`src/rtl/bounce_pkg.sv`:
```
// Shared types and the per-square start-up table for bounce_multi.
// Square colours are RGB565; the background colour sits behind all squares.
package bounce_pkg;

    localparam int SQ_W = 10;
    localparam int CW_R = 5;
    localparam int CW_G = 6;
    localparam int CW_B = 5;

    typedef struct packed {
        logic [SQ_W-1:0] x;
        logic [SQ_W-1:0] y;
        logic [SQ_W-1:0] size;
        logic [SQ_W-1:0] speed;
        logic [CW_R-1:0] r;
        logic [CW_G-1:0] g;
        logic [CW_B-1:0] b;
    } sq_cfg_t;

    typedef enum logic {
        ST_IDLE,
        ST_UPDATE
    } upd_state_t;

    localparam logic [CW_R-1:0] BG_R = 5'd2;
    localparam logic [CW_G-1:0] BG_G = 6'd12;
    localparam logic [CW_B-1:0] BG_B = 5'd14;

    // Columns: x, y, size, speed, r, g, b
    localparam sq_cfg_t SQ_INIT [8] = '{
        '{10'd0,   10'd0,   10'd60, 10'd9,  5'd31, 6'd0,  5'd0 },
        '{10'd80,  10'd70,  10'd40, 10'd5,  5'd0,  6'd63, 5'd0 },
        '{10'd300, 10'd150, 10'd30, 10'd7,  5'd0,  6'd0,  5'd31},
        '{10'd200, 10'd200, 10'd50, 10'd3,  5'd31, 6'd63, 5'd0 },
        '{10'd20,  10'd180, 10'd20, 10'd11, 5'd0,  6'd63, 5'd31},
        '{10'd400, 10'd20,  10'd24, 10'd2,  5'd31, 6'd0,  5'd31},
        '{10'd350, 10'd220, 10'd16, 10'd13, 5'd16, 6'd32, 5'd16},
        '{10'd120, 10'd120, 10'd36, 10'd4,  5'd31, 6'd63, 5'd31}
    };

endpackage

```
`src/rtl/bounce_axis_step.sv`:
```
// One-axis position step for a bouncing square: moves by speed and clamps
// against the far edge (res) or zero, reversing direction on a clamp.
module bounce_axis_step #(
    parameter int CORDW = 10
) (
    input  logic [CORDW-1:0] pos_i,
    input  logic             dir_i,
    input  logic [CORDW-1:0] size_i,
    input  logic [CORDW-1:0] speed_i,
    input  logic [CORDW-1:0] res_i,
    output logic [CORDW-1:0] pos_next_o,
    output logic             dir_next_o,
    output logic             clamp_o
);
    localparam logic [CORDW:0] ONE = 1;

    logic [CORDW:0] pos_w;
    logic [CORDW:0] size_w;
    logic [CORDW:0] speed_w;
    logic [CORDW:0] res_w;
    logic [CORDW:0] far_edge;

    // One extra bit of headroom so pos + size + speed never wraps.
    assign pos_w    = {1'b0, pos_i};
    assign size_w   = {1'b0, size_i};
    assign speed_w  = {1'b0, speed_i};
    assign res_w    = {1'b0, res_i};
    assign far_edge = pos_w + size_w + speed_w;

    always_comb begin
        pos_next_o = pos_i;
        dir_next_o = dir_i;
        clamp_o    = 1'b0;
        if (!dir_i) begin
            if (far_edge >= res_w - ONE) begin
                pos_next_o = CORDW'(res_w - size_w - ONE);
                dir_next_o = 1'b1;
                clamp_o    = 1'b1;
            end else begin
                pos_next_o = CORDW'(pos_w + speed_w);
            end
        end else begin
            if (pos_w < speed_w) begin
                pos_next_o = '0;
                dir_next_o = 1'b0;
                clamp_o    = 1'b1;
            end else begin
                pos_next_o = CORDW'(pos_w - speed_w);
            end
        end
    end

endmodule

```
`src/rtl/bounce_multi.sv`:
```
// N_SQ bouncing squares, stepped one per clock after each frame tick and painted
// by fixed priority (square 0 on top). Define BOUNCE_FLASH_EN for clamp flashing.
module bounce_multi
    import bounce_pkg::*;
#(
    parameter int CORDW     = 10,
    parameter int H_RES     = 480,
    parameter int V_RES     = 272,
    parameter int N_SQ      = 4,
    parameter int FRAME_NUM = 1
) (
    input  logic             clk_pix,
    input  logic             rst_pix,
    input  logic [CORDW-1:0] sx,
    input  logic [CORDW-1:0] sy,
    input  logic             de,
    input  logic             frame,
    input  logic             run,
    output logic [CW_R-1:0]  r,
    output logic [CW_G-1:0]  g,
    output logic [CW_B-1:0]  b,
    output logic             bounce,
    output logic             busy
);
    localparam int CNTW = $clog2(FRAME_NUM) + 1;
    localparam int IDXW = (N_SQ > 1) ? $clog2(N_SQ) : 1;

    upd_state_t      state_q, state_d;
    logic [IDXW-1:0] idx_q, idx_d;
    logic [CNTW-1:0] cnt_frame_q;
    logic            tick;
    logic            updating;
    logic            bounce_q;

    logic [CORDW-1:0] x_all     [N_SQ];
    logic [CORDW-1:0] y_all     [N_SQ];
    logic [CORDW-1:0] size_all  [N_SQ];
    logic [CORDW-1:0] speed_all [N_SQ];
    logic [N_SQ-1:0]  dx_all;
    logic [N_SQ-1:0]  dy_all;
    logic [N_SQ-1:0]  hit;
    logic [CW_R-1:0]  paint_r   [N_SQ];
    logic [CW_G-1:0]  paint_g   [N_SQ];
    logic [CW_B-1:0]  paint_b   [N_SQ];

    logic [CORDW-1:0] cur_x, cur_y, cur_size, cur_speed;
    logic [CORDW-1:0] nx, ny;
    logic             cur_dx, cur_dy, ndx, ndy;
    logic             clamp_x, clamp_y, clamp_any;

    logic [CW_R-1:0] r_q, r_d;
    logic [CW_G-1:0] g_q, g_d;
    logic [CW_B-1:0] b_q, b_d;

    // Tick is judged on the count before this frame's increment.
    assign tick     = frame && (cnt_frame_q == '0);
    assign updating = (state_q == ST_UPDATE);

    always_ff @(posedge clk_pix) begin
        if (rst_pix) begin
            cnt_frame_q <= '0;
        end else if (frame) begin
            cnt_frame_q <= (cnt_frame_q == CNTW'(FRAME_NUM - 1)) ? '0 : cnt_frame_q + 1'b1;
        end
    end

    always_ff @(posedge clk_pix) begin
        if (rst_pix) begin
            state_q <= ST_IDLE;
            idx_q   <= '0;
        end else begin
            state_q <= state_d;
            idx_q   <= idx_d;
        end
    end

    always_comb begin
        state_d = state_q;
        idx_d   = idx_q;
        case (state_q)
            ST_IDLE: begin
                if (tick && run) begin
                    state_d = ST_UPDATE;
                    idx_d   = '0;
                end
            end
            ST_UPDATE: begin
                if (idx_q == IDXW'(N_SQ - 1)) begin
                    state_d = ST_IDLE;
                    idx_d   = '0;
                end else begin
                    idx_d = idx_q + 1'b1;
                end
            end
            default: begin
                state_d = ST_IDLE;
                idx_d   = '0;
            end
        endcase
    end

    // Shared step datapath: the square under idx is muxed in and written back.
    assign cur_x     = x_all[idx_q];
    assign cur_y     = y_all[idx_q];
    assign cur_size  = size_all[idx_q];
    assign cur_speed = speed_all[idx_q];
    assign cur_dx    = dx_all[idx_q];
    assign cur_dy    = dy_all[idx_q];

    bounce_axis_step #(.CORDW(CORDW)) u_step_x (
        .pos_i      (cur_x),
        .dir_i      (cur_dx),
        .size_i     (cur_size),
        .speed_i    (cur_speed),
        .res_i      (CORDW'(H_RES)),
        .pos_next_o (nx),
        .dir_next_o (ndx),
        .clamp_o    (clamp_x)
    );

    bounce_axis_step #(.CORDW(CORDW)) u_step_y (
        .pos_i      (cur_y),
        .dir_i      (cur_dy),
        .size_i     (cur_size),
        .speed_i    (cur_speed),
        .res_i      (CORDW'(V_RES)),
        .pos_next_o (ny),
        .dir_next_o (ndy),
        .clamp_o    (clamp_y)
    );

    assign clamp_any = clamp_x | clamp_y;

    genvar gi;
    for (gi = 0; gi < N_SQ; gi++) begin : g_sq
        logic [CORDW-1:0] x_q, y_q;
        logic             dx_q, dy_q;
        logic             wr;
        logic [CORDW:0]   x_end, y_end;

        assign wr = updating && (idx_q == IDXW'(gi));

        always_ff @(posedge clk_pix) begin
            if (rst_pix) begin
                x_q  <= CORDW'(SQ_INIT[gi].x);
                y_q  <= CORDW'(SQ_INIT[gi].y);
                dx_q <= 1'b0;
                dy_q <= 1'b0;
            end else if (wr) begin
                x_q  <= nx;
                y_q  <= ny;
                dx_q <= ndx;
                dy_q <= ndy;
            end
        end

        assign x_all[gi]     = x_q;
        assign y_all[gi]     = y_q;
        assign dx_all[gi]    = dx_q;
        assign dy_all[gi]    = dy_q;
        assign size_all[gi]  = CORDW'(SQ_INIT[gi].size);
        assign speed_all[gi] = CORDW'(SQ_INIT[gi].speed);

        assign x_end   = {1'b0, x_q} + {1'b0, size_all[gi]};
        assign y_end   = {1'b0, y_q} + {1'b0, size_all[gi]};
        assign hit[gi] = (sx >= x_q) && ({1'b0, sx} < x_end) &&
                         (sy >= y_q) && ({1'b0, sy} < y_end);

`ifdef BOUNCE_FLASH_EN
        logic [1:0] flash_q;

        // A fresh clamp reloads the counter even if a tick lands in the same cycle.
        always_ff @(posedge clk_pix) begin
            if (rst_pix) begin
                flash_q <= 2'd0;
            end else if (wr && clamp_any) begin
                flash_q <= 2'd3;
            end else if (tick && (flash_q != 2'd0)) begin
                flash_q <= flash_q - 2'd1;
            end
        end

        assign paint_r[gi] = (flash_q != 2'd0) ? ~SQ_INIT[gi].r : SQ_INIT[gi].r;
        assign paint_g[gi] = (flash_q != 2'd0) ? ~SQ_INIT[gi].g : SQ_INIT[gi].g;
        assign paint_b[gi] = (flash_q != 2'd0) ? ~SQ_INIT[gi].b : SQ_INIT[gi].b;
`else
        assign paint_r[gi] = SQ_INIT[gi].r;
        assign paint_g[gi] = SQ_INIT[gi].g;
        assign paint_b[gi] = SQ_INIT[gi].b;
`endif
    end

    // Walk from the highest index down so the lowest-index hit is applied last.
    always_comb begin
        r_d = BG_R;
        g_d = BG_G;
        b_d = BG_B;
        for (int i = N_SQ - 1; i >= 0; i--) begin
            if (hit[i]) begin
                r_d = paint_r[i];
                g_d = paint_g[i];
                b_d = paint_b[i];
            end
        end
        if (!de) begin
            r_d = '0;
            g_d = '0;
            b_d = '0;
        end
    end

    always_ff @(posedge clk_pix) begin
        if (rst_pix) begin
            r_q      <= '0;
            g_q      <= '0;
            b_q      <= '0;
            bounce_q <= 1'b0;
        end else begin
            r_q      <= r_d;
            g_q      <= g_d;
            b_q      <= b_d;
            bounce_q <= updating && clamp_any;
        end
    end

    assign r      = r_q;
    assign g      = g_q;
    assign b      = b_q;
    assign bounce = bounce_q;
    assign busy   = updating;

endmodule
```
`config.mk`:
```
export PLATFORM = sky130hd
export DESIGN_NAME = bounce_multi
export DESIGN_NICKNAME = d
export VERILOG_FILES = /design/src/rtl/bounce_pkg.sv /design/src/rtl/bounce_axis_step.sv /design/src/rtl/bounce_multi.sv
export SDC_FILE = /design/constraint.sdc
export NUM_CORES = 1
export LEC_CHECK = 0
export BUFFER_PORTS_ARGS = -buffer_cell sky130_fd_sc_hd__buf_4
export CAP_MARGIN = 20
export CORE_AREA = 3 3 165 167
export CTS_BUF_LIST = sky130_fd_sc_hd__clkbuf_8
export DETAILED_ROUTE_END_ITERATION = 7
export DIE_AREA = 0 0 168 170
export MAX_ROUTING_LAYER = met4
export PLACE_DENSITY_LB_ADDON = 0.08
export SLEW_MARGIN = 5
export SYNTH_ARGS = -nofsm -noshare
export SYNTH_HDL_FRONTEND = slang
export SYNTH_HIERARCHICAL = 1
export SYNTH_SLANG_ARGS = --single-unit
```
`constraint.sdc`:
```
create_clock -name clk_pix -period 9.3 [get_ports clk_pix]
set_input_delay 1.395 -clock clk_pix [delete_from_list [all_inputs] [get_ports clk_pix]]
set_output_delay 1.395 -clock clk_pix [all_outputs]
set_load 0.02 [all_outputs]
```
==> results.toml <==
[drt]
drc = 0
vias_per_cell = 5.48
antenna_left = 0
detail_route.wl_per_cell_um = 16.5
drt_iter0_drc = 794
drt-pass1-iter-count = 5
wirelength_um = 34900
via_count = 11600

[synth]
synth_edf_count = 0
yosysMostFrequentCell = "ha_1"
ys_ff_latch = 98
synth_top_area_share_pct = 24.4
syn_inst = 1642
synth_area_leader_cell = "ha_1"
syn-cell-area_mm2 = 0.0132
synthTopCellsByArea = "ha_1 (24%), dfxtp_1 (15%), nand2_1 (6.4%)"
async_flop_share_pct = 0
synth_ff_type = "dfxtp_1"
yosys-top-cells-count = "ha_1 (257), nand2_1 (225), inv_1 (155)"
yosysSeqAreaShare_pct = 14.9
synth.distinct_cells = 89
yosys_warnings = 6
syn-mean-instance-area_um2 = 8.03

[die]
core_area_mm2 = 0.0259
die-area_mm2 = 0.0286
die_w_um = 168
pin_count = 43
rows = 59
start_util_pct = 50.9
die_y_um = 170

[clock_network]
cts_buffer_depth = 2
cts-htree-levels = 3
cts_tree = "done"
post_cts.repair.setup_buffers = 0
cts_buffers = 9
root_buffer = "clkbuf_8"
clkLatencyLatePin_ns = 0.38
postCtsHoldBufs = 0
post_cts_resized = 0
path_clk_slew_ns = 0.10
cts.sinks = 98

[pwr]
leakage_nw = 6.43
combPwrFrac_pct = 63.3
switchingPower_uw = 963
cellPowerDensity_mw_per_mm2 = 142
pwr-share-seq_pct = 23.4
p_sw_share_pct = 47.4
p_clk_share_pct = 13.3
internal-power_mw = 1.07
peakVddDrop_mv = 0.130
power_mw = 2.03

[sta]
drv_slew = 0
final_hold_viol_count = 0
finalCriticalPeriod_ns = 6.02
max_freq_mhz = 166
worst_pin_slew_ns = 1.03
skew_ns = 0.0152
setup-violations-final = 0
timing.final.crit_share_pct = 64.7
rsz0062_at_grt = "false"
setup_tns_ns = 0
timing.slew.headroom_pct = 29.7

[final_layout]
area_delta_synth_final_pct = 8.93
final_core_utilization_pct = 55.4
n_antenna_cell = 0
drive_above_1_share_pct = 7.07
final_area_mm2 = 0.0144
nNetsFinal = 2088
fin_cells = 2118
fillers = 2475
multiInputGateArea_mm2 = 0.0108
regArea_mm2 = 0.00196

[global_route]
grt.busiest_layer = "met2"
grt_pass1_vias = 11200
grt-ovfl-total = 0
grt_use_met3_pct = 2.56
grt_start_max_net_pins = 94
use_met1_pct = 34.7
grt.total_usage_pct = 25.4
antenna_found_initial = 0
grt_use_met2_pct = 40.8
grt_pass1_wl_um = 57400

[hold_path]
hold_depth = 2
hold_path_end = "g_sq[1].dy_q$_SDFFE_PP0P_"
hold_class = "flop to flop"
worstHoldStart = "g_sq[1].dy_q$_SDFFE_PP0P_"

[worst_setup_path]
worst_setup_path_start_kind = "flop"
reg2reg_from = "idx_q[1]$_SDFFE_PP0P_"
endpoint_kind = "flop"
critPathArrivalTime_ns = 6.32
r2r-end = "g_sq[1].x_q[0]$_SDFFE_PP0P_"
reg2regPathDepth = 21
cp_max_fo = 22
rrSetupSlack_ns = 3.28
crit_type = "flop to flop"
worst_ep_required_time_ns = 9.60

[place]
dpl.hpwl_um = 28200
place_inst = 2102
globalplace.congestion = 0.903
post_dp_cell_area_mm2 = 0.0142
io_buffer_count = 42

[job]
drv_cap = 0

[outcome]
status = "completed"
-- final cells by class --
type / count / area share, %
repair buffers: 47 / 2.46
flip-flops and latches: 98 / 13.7
clock inverters: 6 / 0.340
well taps: 335 / 2.92
multi-input cells: 1456 / 75.3
inverters: 166 / 4.34
clock buffers: 10 / 0.959
-- per-layer routing --
| layer | routed length (um) | vias to the layer above |
|---|---|---|
| li1 | - | 5898 |
| met1 | 16600 | 5404 |
| met2 | 15900 | 274 |
| met3 | 1810 | 35 |
| met4 | 600 | 0 |
| met5 | 0 | - |
-- power by group through the flow --
stage / clock [mW] / combinational [mW] / sequential, mW
floorplan: 0 / 1.00 / 0.471
global placement: 0 / 1.25 / 0.484
detailed placement: 0 / 1.27 / 0.484
CTS: 0.275 / 1.28 / 0.475
global route: 0.287 / 1.45 / 0.478
finish: 0.271 / 1.29 / 0.476
-- cell families after synthesis --
family          synth area share (%)
simple gates                    18.6
compound gates                  18.5
fa+ha+maj                       28.7
buf+inv                         6.95
xor+xnor                        7.84
flops                           14.9
mux                             4.53
other cells                   0.0570
-- critical path, cell delays in order (launching register included) --
cell       delay, ns
dfxtp_2         0.53
buf_4           0.41
mux4_2          0.60
inv_1           0.20
fa_1            0.27
inv_1           0.06
ha_1            0.27
a21o_1          0.20
a21oi_2         0.17
o21ai_1         0.11
or4_1           0.43
a31o_2          0.26
a21oi_2         0.14
xnor2_1         0.09
ha_1            0.21
a2111oi_1       0.59
a31oi_4         0.35
nor2_1          0.23
nor2b_1         0.11
o21ai_0         0.47
nand2_1         0.11
a21oi_1         0.14
-- per-stage QoR --
stage	hold slack (ns)	setup slack [ns]
after floorplan	0.433	3.54
after global placement	0.441	3.40
after detailed placement	0.449	3.26
after CTS	0.463	3.22
after global routing	0.483	2.82
final	0.461	3.28
-- how the worst max path moves through the flow --
stage | startpoint | endpoint | slack (ns) | depth (start not counted)
after global routing | idx_q[1]$_SDFFE_PP0P_ | g_sq[3].x_q[0]$_SDFFE_PP0P_ | 2.82 | 21
after CTS | idx_q[1]$_SDFFE_PP0P_ | g_sq[1].x_q[0]$_SDFFE_PP0P_ | 3.22 | 21
final | idx_q[1]$_SDFFE_PP0P_ | g_sq[1].x_q[0]$_SDFFE_PP0P_ | 3.28 | 21
after floorplan | idx_q[0]$_SDFFE_PP0P_ | g_sq[0].x_q[6]$_SDFFE_PP0P_ | 3.54 | 23
after detailed placement | idx_q[1]$_SDFFE_PP0P_ | g_sq[1].x_q[0]$_SDFFE_PP0P_ | 3.26 | 21
after global placement | idx_q[1]$_SDFFE_PP0P_ | g_sq[1].x_q[0]$_SDFFE_PP0P_ | 3.40 | 21
-- registers in the layout (all words and copies together), names as in the netlist --
name and flops:
b 2, r 2, g_sq.dx_q 4, g_sq.x_q 40, idx_q 2, g 2, g_sq.y_q 40, busy 1
bounce 1, g_sq.dy_q 4
-- cell usage in the layout, fill, tap and decap left out, types with 28 or more instances in the layout --
cell	n
nor2_1	82
conb_1	138
inv_1	155
a21oi_1	137
xor2_1	33
buf_4	47
nor3_1	40
dfxtp_1	97
o21ai_0	46
nand2_1	225
ha_1	257
fa_1	28
xnor2_1	85
Note: power is estimated with default switching activity, not from simulation.
